File: config.mk
export PLATFORM = sky130hd
export DESIGN_NAME = cam_pixel_capture_flat
export DESIGN_NICKNAME = d
export VERILOG_FILES = /design/src/rtl/cam_pixel_capture_if.sv /design/src/rtl/cam_pixel_capture.sv /design/src/flat_wrapper.sv
export SDC_FILE = /design/constraint.sdc
export NUM_CORES = 1
export LEC_CHECK = 0
export CAP_MARGIN = 20
export CELL_PAD_IN_SITES_DETAIL_PLACEMENT = 1
export CELL_PAD_IN_SITES_GLOBAL_PLACEMENT = 1
export CORE_MARGIN = 1.5
export CORE_UTILIZATION = 30
export CTS_CLUSTER_DIAMETER = 100
export DETAILED_ROUTE_END_ITERATION = 10
export PLACE_DENSITY_LB_ADDON = 0.1
export SYNTH_ARGS = -nofsm -noshare
export SYNTH_HDL_FRONTEND = slang
export SYNTH_SLANG_ARGS = --single-unit
File: constraint.sdc
create_clock -name Pclk -period 2.1 [get_ports Pclk]
set_input_delay 0.525 -clock Pclk [delete_from_list [all_inputs] [get_ports Pclk]]
set_output_delay 0.525 -clock Pclk [all_outputs]
set_load 0.02 [all_outputs]
File: src/rtl/cam_pixel_capture_if.sv
// Write-side bus between the pixel capture stage and the downstream camera FIFO.
// The capture stage is the master; the FIFO is the slave and returns its full flag.
interface cam_pixel_capture_if;
    logic       fifo_wr;
    logic [9:0] fifo_data;
    logic       fifo_full;

    modport master (
        output fifo_wr,
        output fifo_data,
        input  fifo_full
    );

    modport slave (
        input  fifo_wr,
        input  fifo_data,
        output fifo_full
    );
endinterface

File: src/rtl/cam_pixel_capture.sv
// Camera front end: packs RGB565 byte pairs into RGB332 words tagged {sof, sol} and writes them
// to the camera FIFO, one frame per arm. Define CAM_TEST_PATTERN_EN to add the test_mode input.
module cam_pixel_capture #(
    parameter int H_PIXELS = 640,
    parameter int V_LINES  = 480,
    parameter int CNT_W    = 10
) (
    input  logic                 Pclk,
    input  logic                 rst_n,
    input  logic                 arm,
    input  logic                 vsync,
    input  logic                 href,
    input  logic [7:0]           cam_data,
`ifdef CAM_TEST_PATTERN_EN
    input  logic                 test_mode,
`endif
    cam_pixel_capture_if.master  fifo,
    output logic                 busy,
    output logic                 frame_done,
    output logic                 overflow,
    output logic                 frame_err,
    output logic [CNT_W-1:0]     pix_cnt,
    output logic [CNT_W-1:0]     line_cnt
);

    typedef enum logic [1:0] {
        IDLE,
        WAIT_VS,
        CAPTURE,
        DONE
    } state_t;

    state_t state;
    state_t state_nxt;

    logic       vsync_r;
    logic       vsync_q;
    logic       href_r;
    logic       href_q;
    logic [7:0] data_r;

    logic       vs_fall;
    logic       vs_rise;
    logic       hr_rise;
    logic       hr_fall;

    logic [5:0] hi_rg;
    logic       phase;
    logic       sof_pend;
    logic       sol_pend;
    logic [7:0] pix_field;

    function automatic logic [CNT_W-1:0] sat_inc(input logic [CNT_W-1:0] v);
        return (&v) ? v : v + 1'b1;
    endfunction

    // Camera inputs are registered once; data rides along so it stays aligned with href_r.
    always_ff @(posedge Pclk or negedge rst_n) begin
        if (!rst_n) begin
            vsync_r <= 1'b0;
            vsync_q <= 1'b0;
            href_r  <= 1'b0;
            href_q  <= 1'b0;
            data_r  <= '0;
        end else begin
            vsync_r <= vsync;
            vsync_q <= vsync_r;
            href_r  <= href;
            href_q  <= href_r;
            data_r  <= cam_data;
        end
    end

    assign vs_fall = vsync_q & ~vsync_r;
    assign vs_rise = ~vsync_q & vsync_r;
    assign hr_rise = href_r & ~href_q;
    assign hr_fall = ~href_r & href_q;

    always_ff @(posedge Pclk or negedge rst_n) begin
        if (!rst_n) begin
            state <= IDLE;
        end else begin
            state <= state_nxt;
        end
    end

    always_comb begin
        state_nxt = state;
        case (state)
            IDLE:    if (arm)     state_nxt = WAIT_VS;
            WAIT_VS: if (vs_fall) state_nxt = CAPTURE;
            CAPTURE: if (vs_rise) state_nxt = DONE;
            DONE:                 state_nxt = IDLE;
            default:              state_nxt = IDLE;
        endcase
    end

    always_comb begin
        busy       = (state == WAIT_VS) || (state == CAPTURE);
        frame_done = (state == DONE);
    end

    // hi_rg keeps only the R and G bits of the high byte; the low byte is used straight from data_r.
    always_comb begin
        pix_field = {hi_rg, data_r[4:3]};
`ifdef CAM_TEST_PATTERN_EN
        if (test_mode) begin
            pix_field = pix_cnt[7:0] ^ line_cnt[7:0];
        end
`endif
    end

    always_ff @(posedge Pclk or negedge rst_n) begin
        if (!rst_n) begin
            fifo.fifo_wr   <= 1'b0;
            fifo.fifo_data <= '0;
            overflow       <= 1'b0;
            frame_err      <= 1'b0;
            pix_cnt        <= '0;
            line_cnt       <= '0;
            hi_rg          <= '0;
            phase          <= 1'b0;
            sof_pend       <= 1'b0;
            sol_pend       <= 1'b0;
        end else begin
            fifo.fifo_wr <= 1'b0;
            case (state)
                IDLE: begin
                    phase <= 1'b0;
                    if (arm) begin
                        overflow  <= 1'b0;
                        frame_err <= 1'b0;
                        pix_cnt   <= '0;
                        line_cnt  <= '0;
                    end
                end
                WAIT_VS: begin
                    if (vs_fall) begin
                        sof_pend <= 1'b1;
                        sol_pend <= 1'b0;
                        phase    <= 1'b0;
                    end
                end
                CAPTURE: begin
                    // A vsync rise wins over a simultaneous line end: the dangling line is not counted.
                    if (vs_rise) begin
                        if (line_cnt != CNT_W'(V_LINES)) begin
                            frame_err <= 1'b1;
                        end
                    end else if (hr_fall) begin
                        line_cnt <= sat_inc(line_cnt);
                        if ((pix_cnt != CNT_W'(H_PIXELS)) || phase) begin
                            frame_err <= 1'b1;
                        end
                        phase <= 1'b0;
                    end else if (href_r) begin
                        if (hr_rise) begin
                            hi_rg    <= {data_r[7:5], data_r[2:0]};
                            phase    <= 1'b1;
                            sol_pend <= 1'b1;
                            pix_cnt  <= '0;
                        end else if (!phase) begin
                            hi_rg <= {data_r[7:5], data_r[2:0]};
                            phase <= 1'b1;
                        end else begin
                            // A dropped pixel keeps sof/sol pending so they land on the next written word.
                            phase   <= 1'b0;
                            pix_cnt <= sat_inc(pix_cnt);
                            if (fifo.fifo_full) begin
                                overflow <= 1'b1;
                            end else begin
                                fifo.fifo_wr   <= 1'b1;
                                fifo.fifo_data <= {sof_pend, sol_pend, pix_field};
                                sof_pend       <= 1'b0;
                                sol_pend       <= 1'b0;
                            end
                        end
                    end
                end
                DONE: begin
                    phase <= 1'b0;
                end
                default: begin
                    phase <= 1'b0;
                end
            endcase
        end
    end

endmodule

File: src/flat_wrapper.sv
// flat-port wrapper written by rule: the top's interface ports become plain ports
module cam_pixel_capture_flat 
#(
    parameter int H_PIXELS = 640,
    parameter int V_LINES  = 480,
    parameter int CNT_W    = 10
)
  (Pclk, rst_n, arm, vsync, href, cam_data, busy, frame_done, overflow, frame_err, pix_cnt, line_cnt, fifo_fifo_wr, fifo_fifo_data, fifo_fifo_full);
  cam_pixel_capture_if fifo_i ();
  input  logic Pclk;
  input  logic rst_n;
  input  logic arm;
  input  logic vsync;
  input  logic href;
  input  logic [7:0] cam_data;
  output logic busy;
  output logic frame_done;
  output logic overflow;
  output logic frame_err;
  output logic [CNT_W-1:0] pix_cnt;
  output logic [CNT_W-1:0] line_cnt;
  output wire logic [$bits(fifo_i.fifo_wr)-1:0] fifo_fifo_wr;
  output wire logic [$bits(fifo_i.fifo_data)-1:0] fifo_fifo_data;
  input wire logic [$bits(fifo_i.fifo_full)-1:0] fifo_fifo_full;
  assign fifo_fifo_wr = fifo_i.fifo_wr;
  assign fifo_fifo_data = fifo_i.fifo_data;
  assign fifo_i.fifo_full = fifo_fifo_full;
  cam_pixel_capture #(.H_PIXELS(H_PIXELS), .V_LINES(V_LINES), .CNT_W(CNT_W)) u_core (.Pclk(Pclk), .rst_n(rst_n), .arm(arm), .vsync(vsync), .href(href), .cam_data(cam_data), .fifo(fifo_i), .busy(busy), .frame_done(frame_done), .overflow(overflow), .frame_err(frame_err), .pix_cnt(pix_cnt), .line_cnt(line_cnt));
endmodule
==> results.json <==
{
  "status": "finished clean",
  "crit_fanout": 3,
  "syn_area_mm2": 0.00269,
  "syn_area_per_cell_um2": 10.9,
  "async_flop_share_pct": 100,
  "num_vias": 2219,
  "tightest_slew_ns": 0.429,
  "clkTransAtPathRegs_ns": 0.11,
  "cts_buffers": 5,
  "fmax_mhz": 502,
  "antenna_found_initial": 0,
  "ys.flop_type": "dfrtp_1",
  "yosys_warnings": 0,
  "core_mm2": 0.00868,
  "grt_pass1_vias": 2283,
  "cp_data_required_time_ns": 1.57,
  "crit_chain": "inv_1, ha_1, dlygate4sd2_1",
  "synthCells": 247,
  "synth_edf_count": 0,
  "finalClockSkew_ns": 0.0115,
  "die_y_um": 97.6,
  "drv_slew": 0,
  "cts_sinks": 56,
  "fill_cells": 1005,
  "whs_ns": 0.165,
  "layout_setup_ws_ns": 0.106,
  "drt_wl_total_mm": 6.92,
  "hold_violations": 0,
  "hold_buffers": 0,
  "use_met3_pct": 3.02,
  "finalSetupViolCount": 0,
  "hpwl_mm": 5.03,
  "cts_buffer_depth": 2,
  "rsz0062_at_grt": "no",
  "pin_count": 49,
  "antenna_cells_inserted": 0,
  "synthToLayoutAreaGrowth_pct": 32.6,
  "gp_congestion": 0.767,
  "drt-pass1-iter-count": 4,
  "hold_path_class": "input port to asynchronous set/reset pin",
  "use_met1_pct": 22.0,
  "dp_slack_ns": -0.210,
  "synthDominantCellAreaShare_pct": 52.2,
  "overflow": 0,
  "synth-seq-area-share_pct": 52.2,
  "drv_cap": 0,
  "reg2reg_depth": 8,
  "fin_nets": 340,
  "top_usage_layer": "met2",
  "initial_utilization_pct": 30.9,
  "r2r_start": "u_core.state[1]$_DFFE_PN0P_",
  "drive_gt1_share_pct": 18.8,
  "synth_top_area_cell": "dfrtp_1",
  "fin_crit_ns": 1.99,
  "power.leakage_nw": 1.54,
  "crit_start": "u_core.state[1]$_DFFE_PN0P_",
  "synth.distinct_cells": 47,
  "cts-root-buf": "clkbuf_8",
  "syn-num-nets": 269,
  "met2_usage_pct": 24.3,
  "critPathKind": "flip-flop to output port",
  "drtIter0Drc": 138,
  "powerDensity_mw_per_mm2": 1030,
  "via_per_inst": 5.20,
  "startpoint_type": "flip-flop",
  "drtAntennaViolNets": 0,
  "synth_seq_cells": 56,
  "min_period_over_period_pct": 94.9,
  "yosys-top-cells-area": "dfrtp_1 52%, mux2_2 6.7%, ha_1 3.7%",
  "worstSkewPairLatency_ns": 0.32,
  "routedWlPerCell_um": 16.2,
  "cpMaxStageDelayCell": "dfrtp_1",
  "grt_pass1_wl_mm": 11.8,
  "grt_max_degree": 57,
  "drc": 0,
  "numPortBuffers": 48,
  "slew_headroom_pct": 71.3,
  "cp.arrival_ns": 1.47,
  "vdd_drop_max_v": 0.000353,
  "endpoint_kind": "output port",
  "cts_tree": "built",
  "htree_levels": 2,
  "fin_tns_setup_ns": 0,
  "grt.total_usage_pct": 15.4,
  "die_area_mm2": 0.00953,
  "slowest_delay_ns": 0.40,
  "rows": 34,
  "die_w_um": 97.6
}
where the power goes:
group / leakage, nW / total [mW] / switching [mW] / internal (mW)
clock network: 0.0452 / 0.640 / 0.396 / 0.245
logic: 0.771 / 1.63 / 0.889 / 0.745
registers: 0.727 / 1.40 / 0.136 / 1.27
critical path: cells and delay by family, from the launching register on:
family,cells,cell delay [ns]
buffers and inverters,2,0.43
adders and majority gates,1,0.33
DFF,1,0.40
cells in the mapped netlist, types with 2 or more instances:
cell type  instances
o21ai_0           13
nand2_1           22
nor4_1             3
a21o_1             2
and2_1             3
or4_1              3
dfrtp_1           56
nor2_1            12
nand2b_1           5
a31oi_1            2
a21oi_1            6
nand4_1            8
o22ai_1            2
buf_2              3
or3_1              3
o211ai_1           3
o41ai_2            2
nor3_1             4
ha_1               8
inv_1             14
and4_1             3
a22o_1             4
mux2_2            16
o41ai_1            2
and3_1             4
nand3_1           11
o31ai_1           11
clkbuf_1           3
per-stage QoR:
| step | power, mW | instances | instance area [um2] | util, % |
|---|---|---|---|---|
| floorplan | 2.32 | 247 | 2690 | - |
| global placement | 3.06 | 419 | 3460 | 39.9 |
| detailed placement | 3.10 | 419 | 3460 | 39.9 |
| CTS | 3.73 | 427 | 3550 | 40.9 |
| global route | 3.95 | 427 | 3560 | 41.0 |
| finish | 3.68 | 427 | 3560 | 41.0 |
timing repair:
action	in CTS	in global routing
setup endpoints to repair	2	8
buffers inserted	0	0
resized for setup	2	2
endpoints found under the hold margin	0	0
pin swaps	0	1
cell usage in the layout, fill, tap and decap left out, types with 2 or more instances in the layout:
cell type,instances
o21ai_0,13
or4_1,3
o211ai_1,3
and2_1,3
mux2_2,16
o41ai_1,2
dfrtp_1,55
a31oi_1,2
nand3_1,11
nor3_1,4
o41ai_2,2
buf_12,2
a21o_1,2
nand2b_1,5
nor4_1,3
buf_4,23
and3_1,4
inv_6,2
dlygate4sd2_1,2
clkdlybuf4s50_1,45
inv_1,14
o22ai_1,2
clkbuf_8,5
o31ai_1,11
nor2_1,12
nand4_1,8
a22o_1,4
or3_1,2
and4_1,3
a21oi_1,6
nand2_1,22
ha_1,8
cells by family after synthesis:
family          count (synthesis)  synth area share (%)
fa+ha+maj                       8                  3.73
flops                          56                  52.2
compound gates                 57                  16.5
simple gates                   87                  17.2
buf+inv                        23                  3.68
mux                            16                  6.71
layer usage:
| layer | part of all wire [%] | wire [um] |
|---|---|---|
| met5 | 0 | 0 |
| met4 | 0.88 | 61 |
| met3 | 3.3 | 230 |
| met2 | 46 | 3200 |
| met1 | 50 | 3430 |
area by class of cell:
cell class	instances	area, um2	area share (%)
sequential	56	1400	39.4
multi-input combinational	168	1190	33.4
timing repair buffer	73	686	19.3
tap	108	135	3.80
clock buffer	5	68.8	1.93
inverter	14	52.6	1.48
clock inverter	3	25.0	0.703
state kept, by name, summed over array words and instances, names as in the netlist:
signal and flops:
u_core.overflow 1, u_core.frame_err 1, u_core.sof_pend 1, u_core.fifo.fifo_wr 1
u_core.state 2, u_core.hi_rg 6, u_core.pix_cnt 10, u_core.href_r 1
u_core.sol_pend 1, u_core.phase 1, u_core.fifo.fifo_data 10, u_core.data_r 8
u_core.line_cnt 10, u_core.vsync_q 1, u_core.vsync_r 1, u_core.href_q 1
final timing paths:
path | to | slack [ns]
worst max-delay path | busy | 0.11
worst min-delay path | u_core.state[1]$_DFFE_PN0P_ | 0.17
worst max register to register | u_core.line_cnt[4]$_DFFE_PN0P_ | 0.15
worst min register to register | u_core.vsync_q$_DFF_PN0_ | 0.48
max in group asynchronous | u_core.line_cnt[2]$_DFFE_PN0P_ | 1.63
min in group Pclk | u_core.vsync_q$_DFF_PN0_ | 0.48
Power figures use the tool's default switching activity.
